## config.mk

```make
export PLATFORM = sky130hd
export DESIGN_NAME = wb_port_arb
export DESIGN_NICKNAME = d
export VERILOG_FILES = /design/src/rtl/cpu_pkg.sv /design/src/rtl/wb_rr_pick.sv /design/src/rtl/wb_port_arb.sv
export SDC_FILE = /design/constraint.sdc
export NUM_CORES = 1
export LEC_CHECK = 0
export BUFFER_PORTS_ARGS = -buffer_cell sky130_fd_sc_hd__clkbuf_2
export CAP_MARGIN = 20
export CORE_MARGIN = 2
export CORE_UTILIZATION = 25
export DETAILED_ROUTE_END_ITERATION = 16
export SLEW_MARGIN = 20
export SYNTH_ARGS = -nofsm -noshare
export SYNTH_HDL_FRONTEND = slang
export SYNTH_SLANG_ARGS = --single-unit
export TNS_END_PERCENT = 50
```

## constraint.sdc

```tcl
create_clock -name clk -period 3.6 [get_ports clk]
set_clock_uncertainty 0.1 [all_clocks]
set_input_delay 0.54 -clock clk [delete_from_list [all_inputs] [get_ports clk]]
set_output_delay 0.54 -clock clk [all_outputs]
set_load 0.01 [all_outputs]
```

## src/rtl/cpu_pkg.sv

```systemverilog
// Shared CPU constants: register-file geometry and the hard-wired zero register.
package cpu_pkg;

  localparam int CPU_AW   = 5;
  localparam int CPU_DW   = 32;
  localparam int REG_ZERO = 0;

  // Increment modulo n, used for the round-robin pointer.
  function automatic int wrap_inc(input int v, input int n);
    return (v + 1 >= n) ? 0 : v + 1;
  endfunction

endpackage

```

## src/rtl/wb_rr_pick.sv

```systemverilog
// Combinational rotating-priority picker: first set request at or after i_ptr wins.
module wb_rr_pick #(
  parameter  int NREQ = 3,
  localparam int GW   = $clog2(NREQ)
) (
  input  logic [NREQ-1:0] i_req,
  input  logic [GW-1:0]   i_ptr,
  output logic [NREQ-1:0] o_grant,
  output logic [GW-1:0]   o_idx,
  output logic            o_any
);

  logic          w_found;
  logic [GW-1:0] w_idx;

  // Two passes: indices >= ptr first, then wrap to the lowest set index.
  always_comb begin
    w_found = 1'b0;
    w_idx   = '0;
    for (int i = 0; i < NREQ; i++) begin
      if (!w_found && i_req[i] && (GW'(i) >= i_ptr)) begin
        w_found = 1'b1;
        w_idx   = GW'(i);
      end
    end
    for (int i = 0; i < NREQ; i++) begin
      if (!w_found && i_req[i]) begin
        w_found = 1'b1;
        w_idx   = GW'(i);
      end
    end
  end

  assign o_idx   = w_idx;
  assign o_any   = w_found;
  assign o_grant = w_found ? (NREQ'(1) << w_idx) : '0;

endmodule

```

## src/rtl/wb_port_arb.sv

```systemverilog
// Write-back port arbiter: one registered register-file write per cycle.
// WB_ARB_RR_EN selects round-robin arbitration; otherwise fixed priority (lowest index).
module wb_port_arb
  import cpu_pkg::*;
#(
  parameter  int NREQ = 3,
  parameter  int AW   = CPU_AW,
  parameter  int DW   = CPU_DW,
  localparam int GW   = $clog2(NREQ)
) (
  input  logic               clk,
  input  logic               rst_n,
  input  logic [NREQ-1:0]    req_valid,
  input  logic [NREQ*AW-1:0] req_addr,
  input  logic [NREQ*DW-1:0] req_data,
  output logic [NREQ-1:0]    req_ready,
  input  logic               hold,
  output logic               rf_wen,
  output logic [AW-1:0]      rf_waddr,
  output logic [DW-1:0]      rf_wdata,
  output logic [GW-1:0]      wb_id
);

  logic [NREQ-1:0] w_req_gated;
  logic [NREQ-1:0] w_grant;
  logic [GW-1:0]   w_idx;
  logic [GW-1:0]   w_pick_ptr;
  logic            w_xfer;
  logic [AW-1:0]   w_addr_terms [NREQ];
  logic [DW-1:0]   w_data_terms [NREQ];
  logic [AW-1:0]   w_sel_addr;
  logic [DW-1:0]   w_sel_data;

  logic            r_wen;
  logic [AW-1:0]   r_waddr;
  logic [DW-1:0]   r_wdata;
  logic [GW-1:0]   r_id;

  // Reset and hold suppress every grant, so nothing is consumed.
  assign w_req_gated = req_valid & {NREQ{rst_n & ~hold}};

`ifdef WB_ARB_RR_EN
  logic [GW-1:0] r_ptr;

  always_ff @(posedge clk) begin
    if (!rst_n) begin
      r_ptr <= '0;
    end else if (w_xfer) begin
      r_ptr <= GW'(wrap_inc(int'(w_idx), NREQ));
    end
  end

  assign w_pick_ptr = r_ptr;
`else
  assign w_pick_ptr = '0;
`endif

  wb_rr_pick #(
    .NREQ (NREQ)
  ) u_pick (
    .i_req   (w_req_gated),
    .i_ptr   (w_pick_ptr),
    .o_grant (w_grant),
    .o_idx   (w_idx),
    .o_any   (w_xfer)
  );

  assign req_ready = w_grant;

  // One-hot AND-OR mux of the winning requester's address and data.
  for (genvar gi = 0; gi < NREQ; gi++) begin : g_mux
    assign w_addr_terms[gi] = req_addr[gi*AW +: AW] & {AW{w_grant[gi]}};
    assign w_data_terms[gi] = req_data[gi*DW +: DW] & {DW{w_grant[gi]}};
  end

  always_comb begin
    w_sel_addr = '0;
    w_sel_data = '0;
    for (int i = 0; i < NREQ; i++) begin
      w_sel_addr = w_sel_addr | w_addr_terms[i];
      w_sel_data = w_sel_data | w_data_terms[i];
    end
  end

  always_ff @(posedge clk) begin
    if (!rst_n) begin
      r_wen   <= 1'b0;
      r_waddr <= '0;
      r_wdata <= '0;
      r_id    <= '0;
    end else if (w_xfer) begin
      // x0 writes are consumed but never enabled into the register file.
      r_wen   <= (w_sel_addr != AW'(REG_ZERO));
      r_waddr <= w_sel_addr;
      r_wdata <= w_sel_data;
      r_id    <= w_idx;
    end else begin
      r_wen   <= 1'b0;
    end
  end

  assign rf_wen   = r_wen;
  assign rf_waddr = r_waddr;
  assign rf_wdata = r_wdata;
  assign wb_id    = r_id;

endmodule

```

* Yosys cells after proc, flatten, opt, wreduce, memory -nomap -nowiden
Cells that the tools add are included.
** Operators by class
- $add $sub $neg :: 0
- Equality and inequality tests :: 0
- Shifts and indexed selects :: 1
- Muxes and demuxes :: 12
- Reductions and logical operators :: 12
- Order comparisons :: 0
- Bitwise gates (word level) :: 13
- Div/mod/pow operators :: 0
- Multipliers :: 0
** Operators by type and width (number)
- 32-bit AND :: 3
- 32-bit OR :: 2
- 5-bit AND :: 3
- 5-bit OR :: 2
- 2-bit 2-to-1 mux :: 4
- 1-bit 2-to-1 mux :: 7
- 1-bit logical AND :: 5
- 1-bit logical NOT :: 5
- 5-bit nonzero test :: 1
- 3-bit AND :: 1
- 3-bit 2-to-1 mux :: 1
- 1-bit by 2-bit left shift with 3-bit output (first input constant) :: 1
- 2-bit AND reduction :: 1
- 1-bit AND :: 1
- 1-bit inverter :: 1
** Storage, ports and cells
- Memories :: 0
- Memory bits (writable) :: 0
- Latch bits :: 0
- Flip-flop bits (word level) :: 40
- Bits in read-only memories :: 0
- Bits of input ports :: 117
- Output and inout bits :: 43
- Logic and storage cells :: 42

* Depth between registers and ports, before layout
Gate-level depths: netlist (run 1).
- Depth in word-level cells :: 25
- Gate-level depth with buffers :: 6
- Depth with buffers taken out :: 5

* Modules after synthesis
Synthesis (run 1) repeated with hierarchy kept, for this count alone.
** Unflattened totals
- Cells, all modules :: 202
- Area total of the unflattened synthesis :: 2031.9 um^2
** Modules (own cells, without submodules)
- wb_port_arb :: times used 1, seq. area each 800.8 um^2, area each 1931.9 um^2, cells an instance 188
- wb_rr_pick :: times used 1, seq. area each 0.0 um^2, area each 100.1 um^2, cells an instance 14

* Least setup slack after synthesis (run 1)
Ideal clock, no wire load.
- Path type :: input port to output port
- Start point :: input port req_valid[2]
- End point :: output port req_ready[2]
- Arrival :: 1.213 ns
- Path buffers :: 2
- Data required time :: 2.960 ns
- Setup slack :: 1.747 ns
- Stages on the path :: 4
- Cell sequence :: nor2b_1 -> and3_1 -> buf_2 -> buf_2
** Between the ends
- Word-level cells in the longest chain between the ends :: 14
- Elaborated cells between the ends (all ways) :: 18
- Classes of those cells :: shift: 1; mux: 9; bitwise: 1; reduce/logical: 7
** Ends and longest elaborated chain
- start: declaration :: line wb_port_arb.sv:13 : input logic [NREQ-1:0] req_valid,
- 3-bit AND (*) :: line wb_port_arb.sv:40 : assign w_req_gated = req_valid & {NREQ{rst_n & ~hold}};
- 1-bit logical AND :: line wb_rr_pick.sv:21 : if (!w_found && i_req[i] && (GW'(i) >= i_ptr)) begin
- 1-bit 2-to-1 mux :: line wb_rr_pick.sv:21
- 1-bit logical NOT :: line wb_rr_pick.sv:27 : if (!w_found && i_req[i]) begin
- 1-bit logical AND :: line wb_rr_pick.sv:27
- 1-bit 2-to-1 mux :: line wb_rr_pick.sv:27
- 1-bit logical NOT :: line wb_rr_pick.sv:27
- 1-bit logical AND :: line wb_rr_pick.sv:27
- 1-bit 2-to-1 mux :: line wb_rr_pick.sv:27
- 1-bit logical NOT :: line wb_rr_pick.sv:27
- 1-bit logical AND :: line wb_rr_pick.sv:27
- 2-bit 2-to-1 mux :: line wb_rr_pick.sv:27
- 1-bit by 2-bit left shift with 3-bit output :: line wb_rr_pick.sv:36 : assign o_grant = w_found ? (NREQ'(1) << w_idx) : '0;
- 3-bit 2-to-1 mux (*) :: line wb_rr_pick.sv:36
- end: declaration :: line wb_port_arb.sv:16 : output logic [NREQ-1:0] req_ready,
Every way passes the cells marked *; elsewhere a longest branch is shown, timed or not.

* Worst setup path after layout (run 1)
- Start point :: input port rst_n
- End point :: output port req_ready[2]
** Between the ends
- Word-level cells in the longest chain between the ends :: 20
- Elaborated cells between the ends (all ways) :: 25
- Classes of those cells :: shift: 1; mux: 12; bitwise: 2; reduce/logical: 10
** Ends and longest elaborated chain
- start: declaration :: line wb_port_arb.sv:12 : input logic rst_n,
- 1-bit AND (*) :: line wb_port_arb.sv:40
- 3-bit AND (*) :: line wb_port_arb.sv:40
- 1-bit 2-to-1 mux :: line wb_rr_pick.sv:21
- 1-bit logical NOT :: line wb_rr_pick.sv:21
- 1-bit logical AND :: line wb_rr_pick.sv:21
- 1-bit 2-to-1 mux :: line wb_rr_pick.sv:21
- 1-bit logical NOT :: line wb_rr_pick.sv:21
- 1-bit logical AND :: line wb_rr_pick.sv:21
- (+4 left out)
- 1-bit logical NOT :: line wb_rr_pick.sv:27
- 1-bit logical AND :: line wb_rr_pick.sv:27
- 1-bit 2-to-1 mux :: line wb_rr_pick.sv:27
- 1-bit logical NOT :: line wb_rr_pick.sv:27
- 1-bit logical AND :: line wb_rr_pick.sv:27
- 2-bit 2-to-1 mux :: line wb_rr_pick.sv:27
- 1-bit by 2-bit left shift with 3-bit output :: line wb_rr_pick.sv:36
- 3-bit 2-to-1 mux (*) :: line wb_rr_pick.sv:36
Marked as above.

==> results of run 1 <==
[report_power, final]
part           internal, µW  total [µW]  switching [µW]
combinational          95.3         180            84.4
clock                   245         396             152
sequential              468         479            11.7
[worst min path at each step]
| stage | start | to |
|---|---|---|
| global placement | rf_wdata[15] | rf_wdata[15] |
| floorplan | rf_wdata[19] | rf_wdata[19] |
| CTS | req_data[67] | rf_wdata[3] |
| global route | req_data[67] | rf_wdata[3] |
| detailed placement | rf_wdata[31] | rf_wdata[31] |
| finish | rf_wdata[31] | rf_wdata[31] |
[worst max-delay path: stages]
cell and delay, ps:
clkbuf_2 350, and3_1 700, clkbuf_2 250
[sequential cells by signal, indices dropped and copies added (netlist names)]
register and count:
rf_wdata 32, wb_id 2, rf_wen 1, rf_waddr 5
[cells in the mapped netlist, types with 2 or more instances]
library cell	number
nand3_1	4
a222oi_1	37
dfxtp_1	40
clkbuf_1	6
nor2b_1	2
buf_2	12
and3_1	2
buf_6	2
nand2_1	37
a21boi_1	34
[stage by stage]
stage | worst slack (ps) | hold slack, ps | instance area, µm² | power, µW
2_1_floorplan | 1750 | 378 | 1780 | 567
3_3_place_gp | 1130 | 340 | 2630 | 669
3_5_place_dp | 1080 | 344 | 2630 | 672
4_1_cts | 1100 | 353 | 2750 | 1070
5_1_grt | 1000 | 358 | 2750 | 1110
6_report | 1110 | 352 | 2750 | 1060
[area by class of cell]
class | count | area, µm²
multi-input combinational | 122 | 883
clock buffer | 7 | 96.3
sequential | 40 | 801
inverter | 1 | 3.75
tap | 96 | 120
timing repair buffer | 162 | 818
fill | 731 | 4080
clock inverter | 1 | 30.0
[kinds of logic after synthesis]
group / Yosys count / synth area share [%]
buffers and inverters: 21 / 6.13
and+or+nand+nor: 48 / 12.1
DFF: 40 / 45.1
AOI/OAI and AO/OA: 74 / 36.6
[layout by cell type, fill, tap and decap left out, types with 2 or more instances in the layout]
master,instances
nor2b_1,2
clkbuf_8,7
a21boi_1,34
clkbuf_2,159
dfxtp_1,40
buf_4,3
nand3_1,4
a222oi_1,37
nand2_1,37
and3_1,2
[layer usage]
metal	share of wire, %	vias to the layer above
met2	47	116
met3	9.5	4
li1	-	1026
met5	0	-
met4	0.86	0
met1	42	937
==> flow_summary.yaml, run 1 <==
worst_hold_path:
  hold_depth: 2
  hp-class: "reg2reg"
placement:
  dp.cells: 421
  portBuffers: 159
  gp_congestion: 0.655
  hpwl_um: 4330
grt:
  grt_pass1_vias: 2000
  overflow: 0
  grt_max_degree: 40
  grt_pass1_wl_um: 8810
  grt_usage_pct: 14.3
  antenna_found_initial: 0
  met3_usage_pct: 3.82
  top_usage_layer: "met2"
  use_met1_pct: 16.3
  use_met2_pct: 26.2
synthesis:
  synthArstFlopShare_pct: 0
  synth.area.top_cells: "dfxtp_1 45%, a222oi_1 21%, a21boi_1 14%, nand2_1 7.8%, buf_2 3.4%"
  avgSynthCellArea_um2: 9.70
  synth_nets: 300
  netlist_area_um2: 1780
  synth-main-ff-cell: "dfxtp_1"
  synth_edf_count: 0
  yosys.area.top_type: "dfxtp_1"
  synth_cell_type_count: 17
  synth_top_area_share_pct: 45.1
  ys_ff_latch: 40
  synth-seq-area-share_pct: 45.1
  yosysWarningCount: 0
  syn_inst: 183
status:
  status: "finished, final reports clean"
critical_path:
  r2r_slack_ps: 2860
  critPathKind: "in2out"
  reg2reg_to: "wb_id[1]"
  start_kind: "input port"
  arrival_ps: 1850
  worstSetupEndpointType: "primary output"
  cp_max_fo: 23
  crit_path_end: "req_ready[2]"
  critPathRequiredTime_ps: 2960
  cp-startpoint: "rst_n"
  r2r_cells: 1
  r2r_start: "wb_id[1]"
clock_tree:
  cts_resized: 0
  clock_sinks: 40
  cts_buffers: 5
  post-cts-setup-buffer-count: 0
  cts_tree: "built"
  clk-insertion-delay-late_ps: 280
  clockRootBuffer: "clkbuf_8"
  clkTransAtPathRegs_ps: 70
  h-tree-depth: 2
  cts_hold_buffers: 0
  clock_path_buffers: 2
drt:
  avgViaCountPerCell: 4.86
  via_count: 2083
  dr.pass1.iters: 8
  routed_wl_um: 5720
  first_iter_violations: 161
  drc: 0
  antenna_left: 0
  wl_per_cell_um: 13.3
floorplanning:
  die_w_um: 88.3
  chipHeight_um: 88.3
  num_io_pins: 160
  core_area_um2: 6830
  row_count: 30
  initial_core_util_pct: 26.0
  die_area_um2: 7790
sta:
  fin_crit_sh_pct: 69.0
  relSlewSlack_pct: 46.3
  setup_violations: 0
  fmax_mhz: 402
  layout_min_cycle_time_ps: 2490
  worst_pin_slew_ps: 803
  setup_tns_ps: 0
  rsz0062_at_grt: "false"
  slew_violations: 0
  finalHoldViolations: 0
pwr:
  power_leakage_uw: 0.00132
  power_density_nw_per_um2: 383
  irDropWorstVdd_v: 0.000228
layout:
  n_antenna_cell: 0
  final_layout_size_suffix_gt1_share_pct: 52.6
  fin_util_pct: 40.3
  final_cells: 429
  area_growth_syn_to_layout_pct: 55.0
  num-nets-final: 449
job:
  cap_violations: 0
Power figures use the tool's default switching activity.
==> run 2: changes to the inputs <==
--- a/config.mk
+++ b/config.mk
@@ -5,6 +5,7 @@
 export SDC_FILE = /design/constraint.sdc
 export NUM_CORES = 1
 export LEC_CHECK = 0
+export ABC_AREA = 1
 export BUFFER_PORTS_ARGS = -buffer_cell sky130_fd_sc_hd__clkbuf_2
 export CAP_MARGIN = 20
 export CORE_MARGIN = 2
==> constraint.sdc (replaced) <==
create_clock -name clk -period 2.2 [get_ports clk]
set_clock_uncertainty 0.1 [all_clocks]
set_input_delay 0.33 -clock clk [delete_from_list [all_inputs] [get_ports clk]]
set_output_delay 0.33 -clock clk [all_outputs]
set_load 0.01 [all_outputs]
==> run 2 against run 1 <==
Utilization shrank 3.1 points; synthesized area grew 20%; global-route usage shrank 0.20 points; synthesized cell count grew 77%; routed wire length grew 20%; via count grew 24%; count of clock-buffer cells in the layout shrank 1; critical path depth grew 2; total power grew 60%; worst setup slack lost 720 ps; hold slack lost 180 ps; critical endpoint unchanged.
==> flow_summary.yaml, run 2 <==
sta:
  worst_pin_slew_ps: 327
  rsz0062_at_grt: "false"
  fmax_mhz: 553
  relSlewSlack_pct: 78.2
  setup_violations: 0
  fin_crit_sh_pct: 82.2
  slew_violations: 0
  finalHoldViolations: 0
  setup_tns_ps: 0
  layout_min_cycle_time_ps: 1810
clock_tree:
  cts_buffers: 5
  clock_path_buffers: 2
  clockRootBuffer: "clkbuf_8"
  cts_tree: "built"
  h-tree-depth: 2
  clock_sinks: 40
  clkTransAtPathRegs_ps: 70
  post-cts-setup-buffer-count: 0
  clk-insertion-delay-late_ps: 280
  cts_resized: 0
  cts_hold_buffers: 0
layout:
  num-nets-final: 595
  mostFrequentLayoutCell: "clkbuf_2"
  stdcell_area_um2: 3060
  multiInputGateArea_um2: 1100
  final-seq-area_um2: 801
  area_growth_syn_to_layout_pct: 43.9
  most-common-layout-cells: "159 x clkbuf_2, 84 x nand2_1, 41 x a21oi_1"
  largest_reg_flops: 32
  fillCellCount: 898
  n_antenna_cell: 0
  final_layout_size_suffix_gt1_share_pct: 38.9
drt:
  avgViaCountPerCell: 4.44
  routed_wl_um: 6850
  dr.pass1.iters: 4
  drc: 0
  wl_per_cell_um: 11.8
  via_count: 2588
  antenna_left: 0
  first_iter_violations: 71
synthesis:
  synth-main-ff-cell: "dfxtp_1"
  synth-seq-area-share_pct: 37.7
  synth_cell_type_count: 18
  synthArstFlopShare_pct: 0
  syn_inst: 323
  yosysWarningCount: 0
  avgSynthCellArea_um2: 6.58
  synth.area.top_cells: "dfxtp_1 38%, nand2_1 15%, a21oi_1 9.7%, nand3_1 7.8%, o21ai_0 7.5%"
  ys_ff_latch: 40
  yosys-top-cells-count: "84 x nand2_1, 41 x a21oi_1, 40 x dfxtp_1"
  yosysMostFrequentCell: "nand2_1"
  synth_top_area_share_pct: 37.7
  synth_edf_count: 0
  yosys.area.top_type: "dfxtp_1"
  synth_nets: 440
  netlist_area_um2: 2130
grt:
  antenna_found_initial: 0
  grt_max_degree: 37
  grt_pass1_vias: 2326
  grt_pass1_wl_um: 10300
  grt_usage_pct: 14.1
  overflow: 0
placement:
  hpwl_um: 5390
  gp_congestion: 0.805
  placed_area_um2: 2980
  portBuffers: 159
critical_path:
  cp_max_fo: 11
  worstSetupEndpointType: "primary output"
  start_kind: "input port"
  r2r_cells: 4
  critPathRequiredTime_ps: 1770
  arrival_ps: 1380
  critPathKind: "in2out"
floorplanning:
  num_io_pins: 160
  die_w_um: 96.2
  initial_core_util_pct: 25.9
  core_area_um2: 8220
  row_count: 33
  chipHeight_um: 96.2
  die_area_um2: 9260
worst_hold_path:
  hold_depth: 3
  hp-class: "in2reg"
pwr:
  power_density_nw_per_um2: 551
  power_leakage_uw: 0.00155
  irDropWorstVdd_v: 0.000199
job:
  cap_violations: 0
status:
  status: "finished, final reports clean"
==> run 2: changes by cell type after synthesis, sizes merged, moves of 4 or more <==
cell / change
inv: +20
nand3: +29
a222oi: -37
nor2: +38
buf: +4
a21boi: -34
o21ai: +39
nand2: +49
a21oi: +40
==> run 2: critical path, cell delays in order <==
cell	delay [ps]
clkbuf_2	140
o21ai_4	310
nand2_1	190
inv_2	220
clkbuf_2	170
==> run 2: power breakdown <==
group          total (µW)  internal (µW)  switching [µW]
Clock                 467            216             251
Combinational         409            188             221
Sequential            810            783            27.0
Total                1690           1190             499
==> run 2: path summary, 6_finish.rpt <==
path / slack, ps / startpoint / end
min: 170 / req_data[68] / rf_wdata[4]
max: 390 / req_valid[0] / req_ready[2]
max reg2reg: 1410 / rf_waddr[3] / rf_waddr[3]
min reg2reg: 410 / rf_wdata[7] / rf_wdata[7]
==> run 2: stage by stage <==
stage                     worst slack [ps]  instances  hold slack [ps]  total power [µW]  util [%]
final                                  391        583              168              1690      37.2
after global routing                   294        583              154              1800      37.2
after CTS                              368        583              157              1710      37.2
after detailed placement               363        576              393              1240      36.3
after global placement                 445        576              384              1240      36.3
after floorplan                        826        323              367              1040         -
==> run 2: kinds of logic after synthesis <==
group / synth area share (%)
AND/OR/NAND/NOR: 32.3
AO/OA/AOI/OAI: 19.4
buffers and inverters: 10.7
flip-flops: 37.7
==> run 2: per-layer routing <==
| layer | global-route usage [%] | part of all wire [%] | wire [µm] | vias up |
|---|---|---|---|---|
| met2 | 25.0 | 47 | 3230 | 97 |
| met4 | 3.21 | 0.88 | 60 | 0 |
| li1 | - | - | - | 1355 |
| met5 | 0 | 0 | 0 | - |
| met3 | 3.68 | 8.5 | 585 | 6 |
| met1 | 17.0 | 43 | 2980 | 1130 |
==> run 2: cell type report <==
| type | instances | area share [%] |
|---|---|---|
| multi-input combinational | 241 | 36.0 |
| timing repair buffer | 169 | 28.5 |
| sequential | 40 | 26.2 |
| tap | 105 | 4.29 |
| inverter | 21 | 2.58 |
| clock buffer | 6 | 2.37 |
| clock inverter | 1 | 0.164 |
